--- src/rtl/xs3_stream_decoder.sv ---
// xs3_stream_decoder: excess-3 nibble stream to packed BCD words.
// Digits are shifted in newest-last; a word completes after DIGITS digits
// or on in_last. A single output register holds the finished word; a second
// finished word waits in the accumulator (HOLD) until that register frees.
module xs3_stream_decoder #(
    parameter int DIGITS = 4
) (
    input  logic                         clk_i,
    input  logic                         rst_ni,
    input  logic                         in_valid_i,
    output logic                         in_ready_o,
    input  logic [3:0]                   in_code_i,
    input  logic                         in_last_i,
    output logic                         out_valid_o,
    input  logic                         out_ready_i,
    output logic [4*DIGITS-1:0]          out_bcd_o,
    output logic [$clog2(DIGITS+1)-1:0]  out_count_o,
    output logic                         out_err_o
);
    localparam int W  = 4 * DIGITS;
    localparam int CW = $clog2(DIGITS + 1);

    localparam logic [0:0] ST_ACC  = 1'b0;
    localparam logic [0:0] ST_HOLD = 1'b1;

    logic [0:0]    state_q, state_d;
    logic [W-1:0]  acc_q, acc_d;
    logic [CW-1:0] acc_cnt_q, acc_cnt_d;
    logic          acc_err_q, acc_err_d;
    logic          out_valid_q, out_valid_d;
    logic [W-1:0]  out_bcd_q, out_bcd_d;
    logic [CW-1:0] out_count_q, out_count_d;
    logic          out_err_q, out_err_d;

    logic          code_ok;
    logic [3:0]    digit;
    logic          accept;
    logic          complete;
    logic          pop;
    logic          out_free;
    logic [W-1:0]  acc_shift;
    logic [CW-1:0] cnt_inc;
    logic          err_new;

    // Decode the incoming nibble and work out the handshake events
    always_comb begin
        code_ok   = (in_code_i >= 4'h3) && (in_code_i <= 4'hC);
        digit     = code_ok ? (in_code_i - 4'h3) : 4'h0;
        accept    = in_valid_i && (state_q == ST_ACC);
        acc_shift = {acc_q[W-5:0], digit};
        cnt_inc   = acc_cnt_q + 1'b1;
        err_new   = acc_err_q | ~code_ok;
        complete  = accept && ((cnt_inc == CW'(DIGITS)) || in_last_i);
        pop       = out_valid_q && out_ready_i;
        out_free  = !out_valid_q || out_ready_i;
    end

    // Next-state: accumulate digits, hand finished words to the output register
    always_comb begin
        state_d     = state_q;
        acc_d       = acc_q;
        acc_cnt_d   = acc_cnt_q;
        acc_err_d   = acc_err_q;
        out_bcd_d   = out_bcd_q;
        out_count_d = out_count_q;
        out_err_d   = out_err_q;
        out_valid_d = pop ? 1'b0 : out_valid_q;

        if (state_q == ST_ACC) begin
            if (complete && out_free) begin
                out_valid_d = 1'b1;
                out_bcd_d   = acc_shift;
                out_count_d = cnt_inc;
                out_err_d   = err_new;
                acc_d       = '0;
                acc_cnt_d   = '0;
                acc_err_d   = 1'b0;
            end else if (accept) begin
                // A completed word that cannot move yet stays in acc
                acc_d     = acc_shift;
                acc_cnt_d = cnt_inc;
                acc_err_d = err_new;
                if (complete) begin
                    state_d = ST_HOLD;
                end
            end
        end else begin
            if (pop) begin
                out_valid_d = 1'b1;
                out_bcd_d   = acc_q;
                out_count_d = acc_cnt_q;
                out_err_d   = acc_err_q;
                acc_d       = '0;
                acc_cnt_d   = '0;
                acc_err_d   = 1'b0;
                state_d     = ST_ACC;
            end
        end
    end

    // State and datapath registers, all cleared by the async reset
    always_ff @(posedge clk_i or negedge rst_ni) begin
        if (!rst_ni) begin
            state_q     <= ST_ACC;
            acc_q       <= '0;
            acc_cnt_q   <= '0;
            acc_err_q   <= 1'b0;
            out_valid_q <= 1'b0;
            out_bcd_q   <= '0;
            out_count_q <= '0;
            out_err_q   <= 1'b0;
        end else begin
            state_q     <= state_d;
            acc_q       <= acc_d;
            acc_cnt_q   <= acc_cnt_d;
            acc_err_q   <= acc_err_d;
            out_valid_q <= out_valid_d;
            out_bcd_q   <= out_bcd_d;
            out_count_q <= out_count_d;
            out_err_q   <= out_err_d;
        end
    end

    assign in_ready_o  = (state_q == ST_ACC);
    assign out_valid_o = out_valid_q;
    assign out_bcd_o   = out_bcd_q;
    assign out_count_o = out_count_q;
    assign out_err_o   = out_err_q;
endmodule
--- config.mk ---
export PLATFORM = sky130hd
export DESIGN_NAME = xs3_stream_decoder
export DESIGN_NICKNAME = d
export VERILOG_FILES = /design/src/rtl/xs3_stream_decoder.sv
export SDC_FILE = /design/constraint.sdc
export NUM_CORES = 1
export LEC_CHECK = 0
export ABC_AREA = 1
export CAP_MARGIN = 10
export CORE_UTILIZATION = 40
export CTS_CLUSTER_SIZE = 30
export DETAILED_ROUTE_END_ITERATION = 8
export PLACE_DENSITY_LB_ADDON = 0.12
export REMOVE_ABC_BUFFERS = 1
export SLEW_MARGIN = 5
export SYNTH_ARGS = -nofsm -noshare
export SYNTH_HDL_FRONTEND = slang
export SYNTH_SLANG_ARGS = --single-unit
export TNS_END_PERCENT = 1
--- constraint.sdc ---
create_clock -name clk_i -period 2.8 [get_ports clk_i]
set_input_delay 0.28 -clock clk_i [delete_from_list [all_inputs] [get_ports clk_i]]
set_output_delay 0.28 -clock clk_i [all_outputs]
set_load 0.05 [all_outputs]
==> impl_metrics.json <==
{
  "reg2reg_depth": 9,
  "postRouteAntennaNets": 0,
  "cts.path.max_buffers": 2,
  "syn_inst": 238,
  "dieArea_sq_um": 5420,
  "htree_levels": 2,
  "ys.flop_type": "dfrtp_1",
  "setup_ws_ns": 0.783,
  "drv_slew": 0,
  "timing.final.hold_violations": 0,
  "holdCritPathClass": "in2async",
  "vias": 1562,
  "worst_pin_slew_ns": 0.921,
  "maxCapViolCount": 0,
  "finalNonFillerCells": 336,
  "synth.largest_area_cell": "dfrtp_1",
  "critPathKind": "reg2out",
  "reg2reg_to": "out_err_o",
  "syn_to_final_growth_pct": 20.0,
  "fp.dieH_um": 73.6,
  "clock_skew_ns": 0.00487,
  "final_nets": 281,
  "rsz0062_at_grt": "no",
  "dp_slack_ns": 0.899,
  "end_kind": "output port",
  "post_cts_resized": 0,
  "cts_hold_buf": 0,
  "antenna_found_initial": 0,
  "grt_usage_pct": 16.8,
  "async_flop_share_pct": 100,
  "n_antenna_cell": 0,
  "grt_pass1_wl_mm": 6.87,
  "avgSynthCellArea_sq_um": 8.63,
  "fillers": 498,
  "routed_wl_mm": 3.73,
  "crit_buf_inv": 2,
  "crit_required_ns": 2.52,
  "dpl_cell_area_sq_um": 2370,
  "grt_pass1_vias": 1513,
  "design_area_sq_um": 2460,
  "path_cells": "inv_2 -> clkdlybuf4s50_1",
  "synth_cell_types": 23,
  "fin_crit_ns": 2.02,
  "slew-limit-headroom_pct": 38.6,
  "whs_ns": 0.116,
  "critPathArrivalTime_ns": 1.74,
  "synth_top_area_share_pct": 51.2,
  "tns_ns": 0,
  "worst_skew_pair.late_latency_ns": 0.29,
  "yosysSeqAreaShare_pct": 51.2,
  "cp_max_fo": 11,
  "post-dp-hpwl_mm": 2.45,
  "slowest_delay_ns": 0.80,
  "cts.clk_slew.worst_paths_ns": 0.08,
  "core-area_sq_um": 4820,
  "rows": 25,
  "synth_edf_count": 0,
  "gp_congestion": 0.717,
  "cts_tree": "yes",
  "post-place-cells": 328,
  "io_pins": 31,
  "clock_sinks": 42,
  "crit_slowest_cell": "clkdlybuf4s50_1",
  "initial_utilization_pct": 42.6,
  "reg2reg_slack_ns": 0.95,
  "overflow": 0,
  "status": "finished clean",
  "port_buffers": 30,
  "netlist_area_sq_um": 2050,
  "die_width_um": 73.6,
  "ir_worst_vdd_uv": 541,
  "synth.area.top_cells": "dfrtp_1, nand2_1, o22ai_2, inv_1, o21ai_0",
  "cts_setup_buffers": 0,
  "cts_buffers": 5,
  "dr.pass1.iters": 4,
  "routedWlPerCell_um": 11.1,
  "max_freq_mhz": 496,
  "start_kind": "flip-flop",
  "yosysWarningCount": 0,
  "drtIter0Drc": 87,
  "drive_gt1_share_pct": 10.8,
  "grt_max_degree": 43,
  "cts_root_buf": "clkbuf_8",
  "finalSetupViolCount": 0,
  "r2r_start": "acc_cnt_q[0]",
  "drcViolationCount": 0,
  "avgViaCountPerCell": 4.65,
  "p_leak_nw": 1.20,
  "cp_top_family": "buffers and inverters",
  "p_per_area_nw_per_um2": 1170,
  "synth_seq_cells": 42,
  "period_share_pct": 72.0
}
area by class of cell:
| class | instances | area [sq um] | share of cell area, % |
|---|---|---|---|
| clock buffers | 7 | 86.3 | 3.50 |
| clock inverters | 1 | 5.00 | 0.203 |
| inverters | 29 | 109 | 4.42 |
| multi-input cells | 157 | 811 | 32.9 |
| flip-flops and latches | 42 | 1050 | 42.7 |
| well taps | 67 | 83.8 | 3.40 |
| repair buffers | 33 | 318 | 12.9 |
cells in the final DEF (no fill, tap or decap), drive strengths merged:
master / Yosys / final
or2: 1 / 1
nand2: 95 / 95
buf: 10 / 4
nor2: 8 / 8
nand3b: 1 / 1
a21oi: 4 / 4
clkbuf: 0 / 7
o21ai: 21 / 21
clkdlybuf4s50: 0 / 29
nand4: 2 / 2
nand3: 5 / 5
o22ai: 15 / 15
inv: 29 / 29
xor2: 1 / 1
clkinv: 0 / 1
dfrtp: 42 / 42
ha: 4 / 4
where the power goes:
part / leakage [nW] / internal [mW] / switching, mW
Sequential: 0.558 / 0.848 / 0.147
Clock: 0.0482 / 0.199 / 0.201
Combinational: 0.595 / 0.499 / 0.991
worst max-delay path by stage:
stage	cells after the start	from	to
after CTS	2	state_q	in_ready_o
after global routing	9	acc_cnt_q[0]	out_count_o[2]
final	2	state_q	in_ready_o
after detailed placement	8	in_valid_i	out_err_o
after global placement	8	in_valid_i	out_err_o
after floorplan	9	acc_cnt_q[0]	out_err_o
through the flow:
| stage | util, % | power [mW] |
|---|---|---|
| 2_1_floorplan | - | 2.05 |
| 3_3_place_gp | 49.2 | 2.50 |
| 3_5_place_dp | 49.2 | 2.52 |
| 4_1_cts | 51.1 | 2.92 |
| 5_1_grt | 51.1 | 3.11 |
| 6_report | 51.1 | 2.89 |
per-layer routing:
metal  wire length (um)  GRT usage [%]  up-vias
met4                 68           7.26        0
met5                  0              0        -
met2               1710           27.1       29
met3                107           2.88        6
li1                   -              -      814
met1               1850           22.1      713
flip-flops by register name, summed over array words and instances, names as in the netlist:
register and count:
out_count_o 3, state_q 1, acc_q 16, acc_cnt_q 3, out_err_o 1, acc_err_q 1
out_valid_o 1, out_bcd_o 16
cells in the mapped netlist, drive strengths merged (2+ instances only):
library cell / number
ha: 4
nand4: 2
nor2: 8
nand2: 95
a21oi: 4
buf: 10
inv: 29
nand3: 5
o21ai: 21
o22ai: 15
dfrtp: 42
worst reg2reg max path, stage by stage (launching register included):
cell     delay, ns
dfrtp_1       0.40
ha_1          0.20
ha_1          0.17
inv_1         0.05
nand2_1       0.08
nand3_2       0.14
nand2_2       0.06
inv_1         0.47
nand2_1       0.14
o21ai_2       0.08
kinds of logic (layout without fill, tap and decap cells):
group           Yosys count  after routing  synth area share [%]
fa+ha+maj                 4              4                  2.44
buf+inv                  39             70                  9.32
simple gates            112            112                  22.2
compound gates           40             40                  14.4
xor+xnor                  1              1                 0.427
flops                    42             42                  51.2
Note: power is estimated with default switching activity, not from simulation.
